==> src/rtl/ext_mem_ctrl_pkg.sv <==
`default_nettype none
// ============================================================================
//  Module      : ext_mem_ctrl_pkg
//  Description : Shared types and constants for the external memory
//                controller. Holds the FSM state encoding, the default
//                wait-state count and the address range helper.
//  Revision    : 1.0 - initial release
// ============================================================================
package ext_mem_ctrl_pkg;

    typedef enum logic [1:0] {
        ST_IDLE   = 2'd0,
        ST_ACCESS = 2'd1,
        ST_WAIT   = 2'd2,
        ST_RESP   = 2'd3
    } state_t;

    localparam int unsigned c_wait_cycles_default = 0;
    localparam int unsigned c_cnt_w               = 4;

    // True when every byte-address bit above the SRAM word range is zero.
    // Written as a shift so it remains legal when the SRAM covers the whole
    // 32-bit space (the shift amount then reaches 32 and yields 0).
    function automatic logic addr_in_range(input logic [31:0] a,
                                           input int unsigned aw);
        return ((a >> (aw + 2)) == 32'd0);
    endfunction

endpackage
`default_nettype wire

==> src/rtl/ext_mem_ctrl_if.sv <==
`default_nettype none
// ============================================================================
//  Module      : ext_mem_ctrl_if
//  Description : Bus bundle between the core memory port, the controller and
//                the SRAM.
//                slave  : the controller (takes core requests, drives SRAM)
//                master : the environment (core side plus SRAM read data)
//  Signals     : addr, data_in, mem_wr, mem_re    core request
//                data_out, mem_ready, err         core response
//                sram_en, sram_we, sram_addr,
//                sram_wdata, sram_rdata           SRAM port
//  Revision    : 1.0 - initial release
// ============================================================================
interface ext_mem_ctrl_if #(
    parameter int ADDR_W = 14
);
    logic [31:0]       addr;
    logic [31:0]       data_in;
    logic              mem_wr;
    logic              mem_re;
    logic [31:0]       data_out;
    logic              mem_ready;
    logic              err;
    logic              sram_en;
    logic              sram_we;
    logic [ADDR_W-1:0] sram_addr;
    logic [31:0]       sram_wdata;
    logic [31:0]       sram_rdata;

    modport slave (
        input  addr, data_in, mem_wr, mem_re, sram_rdata,
        output data_out, mem_ready, err,
               sram_en, sram_we, sram_addr, sram_wdata
    );

    modport master (
        output addr, data_in, mem_wr, mem_re, sram_rdata,
        input  data_out, mem_ready, err,
               sram_en, sram_we, sram_addr, sram_wdata
    );
endinterface
`default_nettype wire

==> src/rtl/ext_mem_ctrl_wait_counter.sv <==
`default_nettype none
// ============================================================================
//  Module      : ext_mem_ctrl_wait_counter
//  Description : Loadable down-counter with a zero flag. Stops at zero.
//  Ports       : clk, rst      clock / synchronous active-high reset
//                i_load        load i_load_val (has priority over i_dec)
//                i_load_val    value to load
//                i_dec         decrement when non-zero
//                o_zero        count is zero
//  Revision    : 1.0 - initial release
// ============================================================================
module ext_mem_ctrl_wait_counter
    import ext_mem_ctrl_pkg::*;
#(
    parameter int WIDTH = c_cnt_w
) (
    input  logic             clk,
    input  logic             rst,
    input  logic             i_load,
    input  logic [WIDTH-1:0] i_load_val,
    input  logic             i_dec,
    output logic             o_zero
);

    logic [WIDTH-1:0] r_count;

    always_ff @(posedge clk) begin
        if (rst) begin
            r_count <= '0;
        end else if (i_load) begin
            r_count <= i_load_val;
        end else if (i_dec && (r_count != '0)) begin
            r_count <= r_count - 1'b1;
        end
    end

    assign o_zero = (r_count == '0);

endmodule
`default_nettype wire

==> src/rtl/ext_mem_ctrl.sv <==
`default_nettype none
// ============================================================================
//  Module      : ext_mem_ctrl
//  Description : Bridges the core external memory port to a single-port
//                synchronous SRAM (1-cycle read latency). Each request is
//                latched in IDLE, drives the SRAM for one ACCESS cycle, waits
//                1+WAIT_CYCLES cycles and completes with a one-cycle
//                mem_ready pulse in RESP.
//  Ports       : clk           clock, rising edge
//                rst           synchronous active-high reset
//                bus (slave)   core request/response and SRAM port
//  Revision    : 1.0 - initial release
// ============================================================================
module ext_mem_ctrl
    import ext_mem_ctrl_pkg::*;
#(
    parameter int ADDR_W      = 14,
    parameter int WAIT_CYCLES = c_wait_cycles_default
) (
    input  logic          clk,
    input  logic          rst,
    ext_mem_ctrl_if.slave bus
);

    localparam logic [c_cnt_w-1:0] c_wait_load = c_cnt_w'(WAIT_CYCLES);

    state_t r_state;
    state_t w_state_next;

    logic w_req;
    logic w_misaligned;
    logic w_out_of_range;
    logic w_latch;
    logic w_wait_done;
    logic w_cnt_load;
    logic w_cnt_dec;
    logic w_cnt_zero;

    // Attributes of the request captured in IDLE
    logic r_op_wr;
    logic r_oor;
    logic r_err;

    // Registered outputs
    logic [31:0]       r_data_out;
    logic              r_mem_ready;
    logic              r_err_out;
    logic              r_sram_en;
    logic              r_sram_we;
    logic [ADDR_W-1:0] r_sram_addr;
    logic [31:0]       r_sram_wdata;

    assign w_req          = bus.mem_re | bus.mem_wr;
    assign w_misaligned   = (bus.addr[1:0] != 2'b00);
    assign w_out_of_range = !addr_in_range(bus.addr, ADDR_W);

    // The counter is loaded on the ACCESS cycle so that the first WAIT cycle
    // already sees WAIT_CYCLES; WAIT therefore lasts WAIT_CYCLES+1 cycles.
    assign w_cnt_load = (r_state == ST_ACCESS);
    assign w_cnt_dec  = (r_state == ST_WAIT);

    ext_mem_ctrl_wait_counter #(
        .WIDTH (c_cnt_w)
    ) u_wait_counter (
        .clk        (clk),
        .rst        (rst),
        .i_load     (w_cnt_load),
        .i_load_val (c_wait_load),
        .i_dec      (w_cnt_dec),
        .o_zero     (w_cnt_zero)
    );

    // ------------------------------------------------------------------
    // FSM
    // ------------------------------------------------------------------
    always_ff @(posedge clk) begin
        if (rst) begin
            r_state <= ST_IDLE;
        end else begin
            r_state <= w_state_next;
        end
    end

    always_comb begin
        w_state_next = r_state;
        w_latch      = 1'b0;
        w_wait_done  = 1'b0;
        case (r_state)
            ST_IDLE: begin
                if (w_req) begin
                    w_latch      = 1'b1;
                    w_state_next = ST_ACCESS;
                end
            end
            ST_ACCESS: begin
                w_state_next = ST_WAIT;
            end
            ST_WAIT: begin
                if (w_cnt_zero) begin
                    w_wait_done  = 1'b1;
                    w_state_next = ST_RESP;
                end
            end
            ST_RESP: begin
                w_state_next = ST_IDLE;
            end
            default: begin
                w_state_next = ST_IDLE;
            end
        endcase
    end

    // ------------------------------------------------------------------
    // Datapath. SRAM strobes are registered on the latch edge so they are
    // high exactly during ACCESS; the response is registered on the WAIT
    // exit edge so it is high exactly during RESP.
    // ------------------------------------------------------------------
    always_ff @(posedge clk) begin
        if (rst) begin
            r_op_wr      <= 1'b0;
            r_oor        <= 1'b0;
            r_err        <= 1'b0;
            r_data_out   <= '0;
            r_mem_ready  <= 1'b0;
            r_err_out    <= 1'b0;
            r_sram_en    <= 1'b0;
            r_sram_we    <= 1'b0;
            r_sram_addr  <= '0;
            r_sram_wdata <= '0;
        end else begin
            r_sram_en   <= 1'b0;
            r_mem_ready <= 1'b0;
            r_err_out   <= 1'b0;

            if (w_latch) begin
                // A simultaneous read+write is performed as a write.
                r_op_wr      <= bus.mem_wr;
                r_oor        <= w_out_of_range;
                r_err        <= (bus.mem_wr & bus.mem_re) | w_misaligned
                                | w_out_of_range;
                r_sram_en    <= !w_out_of_range;
                r_sram_we    <= bus.mem_wr;
                r_sram_addr  <= bus.addr[ADDR_W+1:2];
                r_sram_wdata <= bus.data_in;
            end

            if (w_wait_done) begin
                r_mem_ready <= 1'b1;
                r_err_out   <= r_err;
                // data_out only changes on reads; writes leave the last
                // read value visible.
                if (!r_op_wr) begin
                    r_data_out <= r_oor ? 32'd0 : bus.sram_rdata;
                end
            end
        end
    end

    assign bus.data_out   = r_data_out;
    assign bus.mem_ready  = r_mem_ready;
    assign bus.err        = r_err_out;
    assign bus.sram_en    = r_sram_en;
    assign bus.sram_we    = r_sram_we;
    assign bus.sram_addr  = r_sram_addr;
    assign bus.sram_wdata = r_sram_wdata;

endmodule
`default_nettype wire

==> src/flat_wrapper.sv <==
// flat-port wrapper written by rule: the top's interface ports become plain ports
module ext_mem_ctrl_flat import ext_mem_ctrl_pkg::*;
#(
    parameter int ADDR_W      = 14,
    parameter int WAIT_CYCLES = c_wait_cycles_default
)
  (clk, rst, bus_addr, bus_data_in, bus_mem_wr, bus_mem_re, bus_sram_rdata, bus_data_out, bus_mem_ready, bus_err, bus_sram_en, bus_sram_we, bus_sram_addr, bus_sram_wdata);
  ext_mem_ctrl_if #(.ADDR_W(ADDR_W)) bus_i ();
  input  logic clk;
  input  logic rst;
  input wire logic [$bits(bus_i.addr)-1:0] bus_addr;
  input wire logic [$bits(bus_i.data_in)-1:0] bus_data_in;
  input wire logic [$bits(bus_i.mem_wr)-1:0] bus_mem_wr;
  input wire logic [$bits(bus_i.mem_re)-1:0] bus_mem_re;
  input wire logic [$bits(bus_i.sram_rdata)-1:0] bus_sram_rdata;
  output wire logic [$bits(bus_i.data_out)-1:0] bus_data_out;
  output wire logic [$bits(bus_i.mem_ready)-1:0] bus_mem_ready;
  output wire logic [$bits(bus_i.err)-1:0] bus_err;
  output wire logic [$bits(bus_i.sram_en)-1:0] bus_sram_en;
  output wire logic [$bits(bus_i.sram_we)-1:0] bus_sram_we;
  output wire logic [$bits(bus_i.sram_addr)-1:0] bus_sram_addr;
  output wire logic [$bits(bus_i.sram_wdata)-1:0] bus_sram_wdata;
  assign bus_i.addr = bus_addr;
  assign bus_i.data_in = bus_data_in;
  assign bus_i.mem_wr = bus_mem_wr;
  assign bus_i.mem_re = bus_mem_re;
  assign bus_i.sram_rdata = bus_sram_rdata;
  assign bus_data_out = bus_i.data_out;
  assign bus_mem_ready = bus_i.mem_ready;
  assign bus_err = bus_i.err;
  assign bus_sram_en = bus_i.sram_en;
  assign bus_sram_we = bus_i.sram_we;
  assign bus_sram_addr = bus_i.sram_addr;
  assign bus_sram_wdata = bus_i.sram_wdata;
  ext_mem_ctrl #(.ADDR_W(ADDR_W), .WAIT_CYCLES(WAIT_CYCLES)) u_core (.clk(clk), .rst(rst), .bus(bus_i));
endmodule
==> config.mk <==
export PLATFORM = sky130hd
export DESIGN_NAME = ext_mem_ctrl_flat
export DESIGN_NICKNAME = d
export VERILOG_FILES = /design/src/rtl/ext_mem_ctrl_pkg.sv /design/src/rtl/ext_mem_ctrl_if.sv /design/src/rtl/ext_mem_ctrl_wait_counter.sv /design/src/rtl/ext_mem_ctrl.sv /design/src/flat_wrapper.sv
export SDC_FILE = /design/constraint.sdc
export NUM_CORES = 1
export LEC_CHECK = 0
export BUFFER_PORTS_ARGS = -buffer_cell sky130_fd_sc_hd__clkbuf_2
export CAP_MARGIN = 5
export CELL_PAD_IN_SITES_DETAIL_PLACEMENT = 0
export CELL_PAD_IN_SITES_GLOBAL_PLACEMENT = 1
export CORE_MARGIN = 3
export CORE_UTILIZATION = 32
export DETAILED_ROUTE_END_ITERATION = 10
export GPL_ROUTABILITY_DRIVEN = 0
export PLACE_DENSITY_LB_ADDON = 0.2
export SYNTH_ARGS = -nofsm -noshare
export SYNTH_HDL_FRONTEND = slang
export SYNTH_SLANG_ARGS = --single-unit
==> constraint.sdc <==
create_clock -name clk -period 2.37 [get_ports clk]
set_input_delay 0.474 -clock clk [delete_from_list [all_inputs] [get_ports clk]]
set_output_delay 0.474 -clock clk [all_outputs]
set_load 0.005 [all_outputs]
Word level (Yosys, flattened, before mapping)
Cells that the tools add are included.
{"block": "totals", "ram_bits": 0, "reg_bits": 90, "memories": 0, "rom_bits": 0, "latchBits": 0}
{"block": "classes", "reduce_logical": 12, "addsub": 1, "bitwise": 7, "shift": 0, "muxes": 9, "n_lt_le_gt_ge": 0, "n_eq_ne": 5, "multipliers": 0, "n_div": 0}
{"operator": "32-bit logical NOT", "count": 1}
{"operator": "32-bit 2-to-1 mux", "count": 1}
{"operator": "2-bit case mux with 4 select lines", "count": 1}
{"operator": "2-bit OR reduction", "count": 3}
{"operator": "1-bit 2-to-1 mux", "count": 5}
{"operator": "2-bit == test (second input constant)", "count": 2}
{"operator": "4-bit logical NOT", "count": 1}
{"operator": "2-bit 2-to-1 mux", "count": 2}
{"operator": "2-bit by 1-bit != test with 1-bit output (second input constant)", "count": 2}
{"operator": "2-bit AND reduction", "count": 2}
{"operator": "4-bit nonzero test", "count": 1}
{"operator": "4-bit by 1-bit subtractor with 4-bit output (second input constant)", "count": 1}
{"operator": "1-bit NOT", "count": 3}
{"operator": "1-bit OR", "count": 3}
{"operator": "2-bit by 1-bit == test with 1-bit output (second input constant)", "count": 1}
{"operator": "2-bit logical NOT", "count": 1}
{"operator": "2-bit nonzero test", "count": 1}
{"operator": "1-bit AND", "count": 1}
{"operator": "1-bit logical AND", "count": 1}
{"operator": "1-bit logical NOT", "count": 1}

Depth between registers and ports, before layout
{"block": "logic_depth", "ltp_word": 5, "mapped_depth": 9, "mapped_depth_nobuf": 5}

Cells and area by module
From an unflattened synthesis, not the netlist that was laid out.
{"block": "unflattened", "cells_unflattened": 416, "area_unflattened_um2": 3468.3}
{"module": "ext_mem_ctrl", "area_per_inst_um2": 3205.6, "seq_area_each_um2": 1721.7, "cells_each": 387, "instances": 1}
{"module": "ext_mem_ctrl_wait_counter", "area_per_inst_um2": 262.8, "seq_area_each_um2": 80.1, "cells_each": 29, "instances": 1}

Worst setup path after synthesis
Ideal clock, no wire load.
{"block": "synth_path", "kind": "register to register", "startpoint": "reg u_core.r_state[0]", "endpoint": "reg u_core.r_data_out[18] (netlist: u_core.bus.data_out[18])", "path_stages_with_launch": 9, "t_arrival_ps": 1633, "path_buffers": 3, "slack_ps": 666, "synth_period_minus_slack_ps": 1704, "cell_sequence": "dfxtp_1 inv_1 ha_1 buf_4 nand4bb_4 buf_6 buf_6 or4b_1 a21oi_1"}
{"block": "synth_via", "elab_chain_len": 3}
{"element": "from (decl)", "line_no": "ext_mem_ctrl.sv:27", "rtl": "state_t r_state;"}
{"element": "from (signal assigned)", "line_no": "ext_mem_ctrl.sv:80", "rtl": "r_state <= w_state_next;"}
{"element": "2-bit == test", "line_no": "ext_mem_ctrl.sv:88", "rtl": "case (r_state)"}
{"element": "1-bit 2-to-1 mux", "line_no": "ext_mem_ctrl.sv:88"}
{"element": "2-bit AND reduction (no source line)"}
{"element": "to (signal assigned)", "line_no": "ext_mem_ctrl.sv:153", "rtl": "r_data_out <= r_oor ? 32'd0 : bus.sram_rdata;"}
{"element": "to (decl)", "line_no": "ext_mem_ctrl.sv:45", "rtl": "logic [31:0] r_data_out;"}
Every way passes these cells.
A chain may end at the register's enable or synchronous reset.

Final worst setup path
{"block": "layout_path", "startpoint": "reg u_core.r_state[0]", "endpoint": "reg u_core.r_data_out[1] (netlist: u_core.bus.data_out[1])"}
Same word-level chain as after synthesis.

==> metrics.log <==
[metrics] CTS clock-pin slew for the worst setup and hold paths: 0.09 ns
[metrics] TritonCTS Buffers: 9
[metrics] peak fanout along the critical path: 20
[metrics] transition time at the pin with the least slew margin: 0.8625 ns
[metrics] vias in the first global route: 3432
[metrics] flop and latch count out of synthesis: 90
[metrics] overall die area: 12440 um2
[metrics] clock period minus worst slack: 2.112 ns
[metrics] area share of the largest cell type after synthesis: 50.56%
[metrics] worst min-delay path class: input port to register
[metrics] overall die height: 111.5 um
[metrics] number of non-filler instances in the completed layout: 727
[metrics] number of nets with antenna violations after detailed routing: 0
[metrics] Clock Root Buffer: sky130_fd_sc_hd__clkbuf_8
[metrics] startpoint class of the critical path: register
[metrics] maximum root-to-sink buffer count: 2
[metrics] synthesized netlist cell count: 421
[metrics] number of instances resized during post-cts repair: 0
[metrics] reported leakage power: 2.121 nW
[metrics] count of filler cells inserted in the layout: 1066
[metrics] outcome: completed
[metrics] critical-path cell with the highest stage delay: sky130_fd_sc_hd__or4b_1
[metrics] initial core utilization: 33.76%
[metrics] sort of element at the end of the critical path: register
[metrics] worst ir drop on vdd: 479.8 uV
[metrics] antenna diode count: 0
[metrics] final instance area: 4786 um2
[metrics] worst hold slack after final layout: 0.3275 ns
[metrics] longest individual stage delay on the worst path: 0.51 ns
[metrics] endpoint arrival time on the critical path: 2.39 ns
[metrics] commonest cells after routing, fill and taps aside: 180 x sky130_fd_sc_hd__clkbuf_2, 101 x sky130_fd_sc_hd__nand2_1, 90 x sky130_fd_sc_hd__dfxtp_1
[metrics] post-route DRC violation count: 0
[metrics] maximum number of pins on one net before global-route repair: 67
[metrics] count of vias placed by the detailed router: 3489
[metrics] required time at the endpoint of the critical path: 2.65 ns
[metrics] width of the die: 111.5 um
[metrics] number of pins exceeding their max-slew limit in the final report: 0
[metrics] period utilization: 89.10%
[metrics] P&R area growth vs syn: 34.30%
[metrics] count of warnings emitted by yosys: 0
[metrics] largest cells by area after synthesis: sky130_fd_sc_hd__dfxtp_1 51%, sky130_fd_sc_hd__a21oi_1 11%, sky130_fd_sc_hd__nand2_1 11%
[metrics] total core area: 10560 um2
[metrics] GRT Overall Usage: 16.10%
[metrics] Routed WL: 9.952 mm
[metrics] sequential-to-total area share from yosys stat: 50.56%
[metrics] DR pass1 iterations: 4
[metrics] EDFF count, synth: 0
[metrics] Final Setup Violations: 0
[metrics] number of cells in the design after placement: 711
[metrics] Post-Route Setup TNS: 0 ns
[metrics] worst clock skew on the final layout: 0.01120 ns
[metrics] share of post-route cells with drive strength above 1: 35.36%
[metrics] routed vias/inst: 4.799
[metrics] CP cell instances: inv_1 -> ha_1 -> nand4bb_4 -> buf_4 -> or4b_1 -> a21oi_1
[metrics] 1st-iter DRT viols: 225
[metrics] htree depth: 3
[metrics] hold violation total from the final report: 0
[metrics] Mean Syn Cell Area: 8.464 um2
[metrics] biggest area consumer among synthesized cells: sky130_fd_sc_hd__dfxtp_1
[metrics] number of nets at the end of the flow: 691
[metrics] buffers inserted during post-CTS setup optimization: 0
[metrics] power density over cell area: 977.6 nW/um2
[metrics] async set-reset flop share out of synthesis: 0%
[metrics] total of buffers placed on input and output ports: 181
[metrics] CTS tree: done
[metrics] average wire per standard cell: 13.69 um
[metrics] latest clock arrival within the worst-skew pair: 0.35 ns
[metrics] category of the critical setup timing path: register to register
[metrics] # clock sinks: 90
[metrics] peak clock frequency supported by timing: 473.5 MHz
[metrics] estimated wirelength of the detail-placed design: 7.191 mm
[metrics] Synth Net Count: 526
[metrics] max-cap viol count: 0
[metrics] Ports: 182
[metrics] library cells used by synthesis: 35
[metrics] # hold bufs at CTS: 0
[metrics] Main synth FF type: sky130_fd_sc_hd__dfxtp_1
[metrics] relative slew slack: 42.42%
[metrics] most common library cell in the layout ignoring fill and taps: sky130_fd_sc_hd__clkbuf_2
[metrics] antenna violations before repair: 0
[metrics] standard-cell row count: 37
[metrics] first-pass GRT wire length: 16.62 mm
[metrics] Finished Core Util: 45.34%
[metrics] final global-route overflow total: 0
[metrics] area of the mapped netlist: 3563 um2
[metrics] placed standard-cell area: 4589 um2
[metrics] RSZ-0062 raised after global routing: false
-- area by class of cell --
class,count,area [um2],share of cell area (%)
clock buffers,12,145.1,3.033
flip-flops and latches,90,1802,37.65
clock inverters,4,51.30,1.072
well taps,136,170.2,3.556
multi-input cells,288,1589,33.20
repair buffers,191,1006,21.02
inverters,6,22.52,0.4706
-- through the flow --
step / total power [mW] / worst slack (ns)
2_1_floorplan: 3.021 / 0.6664
3_3_place_gp: 3.647 / 0.3655
3_5_place_dp: 3.692 / 0.2665
4_1_cts: 4.760 / 0.2518
5_1_grt: 5.086 / 0.09147
6_report: 4.679 / 0.2582
-- worst paths after layout --
path | from | to | slack [ns] | cells past startpoint
setup reg to reg | u_core.r_state[0] | u_core.bus.data_out[1] | 0.26 | 6
setup / recovery | u_core.r_state[0] | u_core.bus.data_out[1] | 0.26 | 6
hold / removal | bus_data_in[19] | u_core.bus.sram_wdata[19] | 0.33 | 3
hold reg to reg | u_core.bus.sram_addr[12] | u_core.bus.sram_addr[12] | 0.46 | 2
-- synthesized netlist by cell type, types with 3 or more instances --
| library cell | number |
|---|---|
| sky130_fd_sc_hd__a21oi_1 | 80 |
| sky130_fd_sc_hd__nand2_1 | 101 |
| sky130_fd_sc_hd__buf_2 | 3 |
| sky130_fd_sc_hd__dfxtp_1 | 90 |
| sky130_fd_sc_hd__clkbuf_1 | 30 |
| sky130_fd_sc_hd__o31ai_1 | 4 |
| sky130_fd_sc_hd__o21ai_0 | 35 |
| sky130_fd_sc_hd__nor2b_1 | 4 |
| sky130_fd_sc_hd__ha_1 | 5 |
| sky130_fd_sc_hd__nor2_1 | 5 |
| sky130_fd_sc_hd__inv_1 | 6 |
| sky130_fd_sc_hd__nor4_1 | 4 |
| sky130_fd_sc_hd__or4b_1 | 28 |
-- metal layers --
layer  GRT usage [%]  vias to the layer above  wire length [um]
met1           20.70                     1561              4382
met2           25.09                      135              4476
met4           3.650                        0                89
met5               0                        -                 0
li1                -                     1786                 -
met3           7.065                        7              1004
-- sequential cells by signal, indices dropped and copies added (netlist names) --
name / count
u_core.bus.sram_en: 1
u_core.r_state: 2
u_core.r_err: 1
u_core.u_wait_counter.r_count: 4
u_core.bus.sram_wdata: 32
u_core.bus.data_out: 32
u_core.r_op_wr: 1
u_core.bus.mem_ready: 1
u_core.bus.sram_addr: 14
u_core.bus.err: 1
u_core.r_oor: 1
-- worst max-delay path, delay by kind of cell (launching register included) --
kind                     cells  cell delay (ns)
adder cells (fa/ha/maj)      1             0.36
flip-flops                   1             0.32
buffers and inverters        2             0.38
AND/OR/NAND/NOR              2             0.84
AO/OA/AOI/OAI                1             0.16
-- kinds of logic after synthesis --
kind of cell    after synthesis  share of synthesized area, %
buf+inv                      43                         5.161
flops                        90                         50.56
compound gates              127                         18.82
simple gates                155                         23.42
mux                           1                        0.2809
fa+ha+maj                     5                         1.756
-- where the power goes --
group	leakage (nW)	switching, mW	total, mW	internal, mW
clock	0.0966	0.534	1.05	0.518
sequential	0.736	0.181	2.01	1.82
combinational	1.29	0.972	1.62	0.649
total	2.12	1.69	4.68	2.99
(Power assumes the default switching activity.)
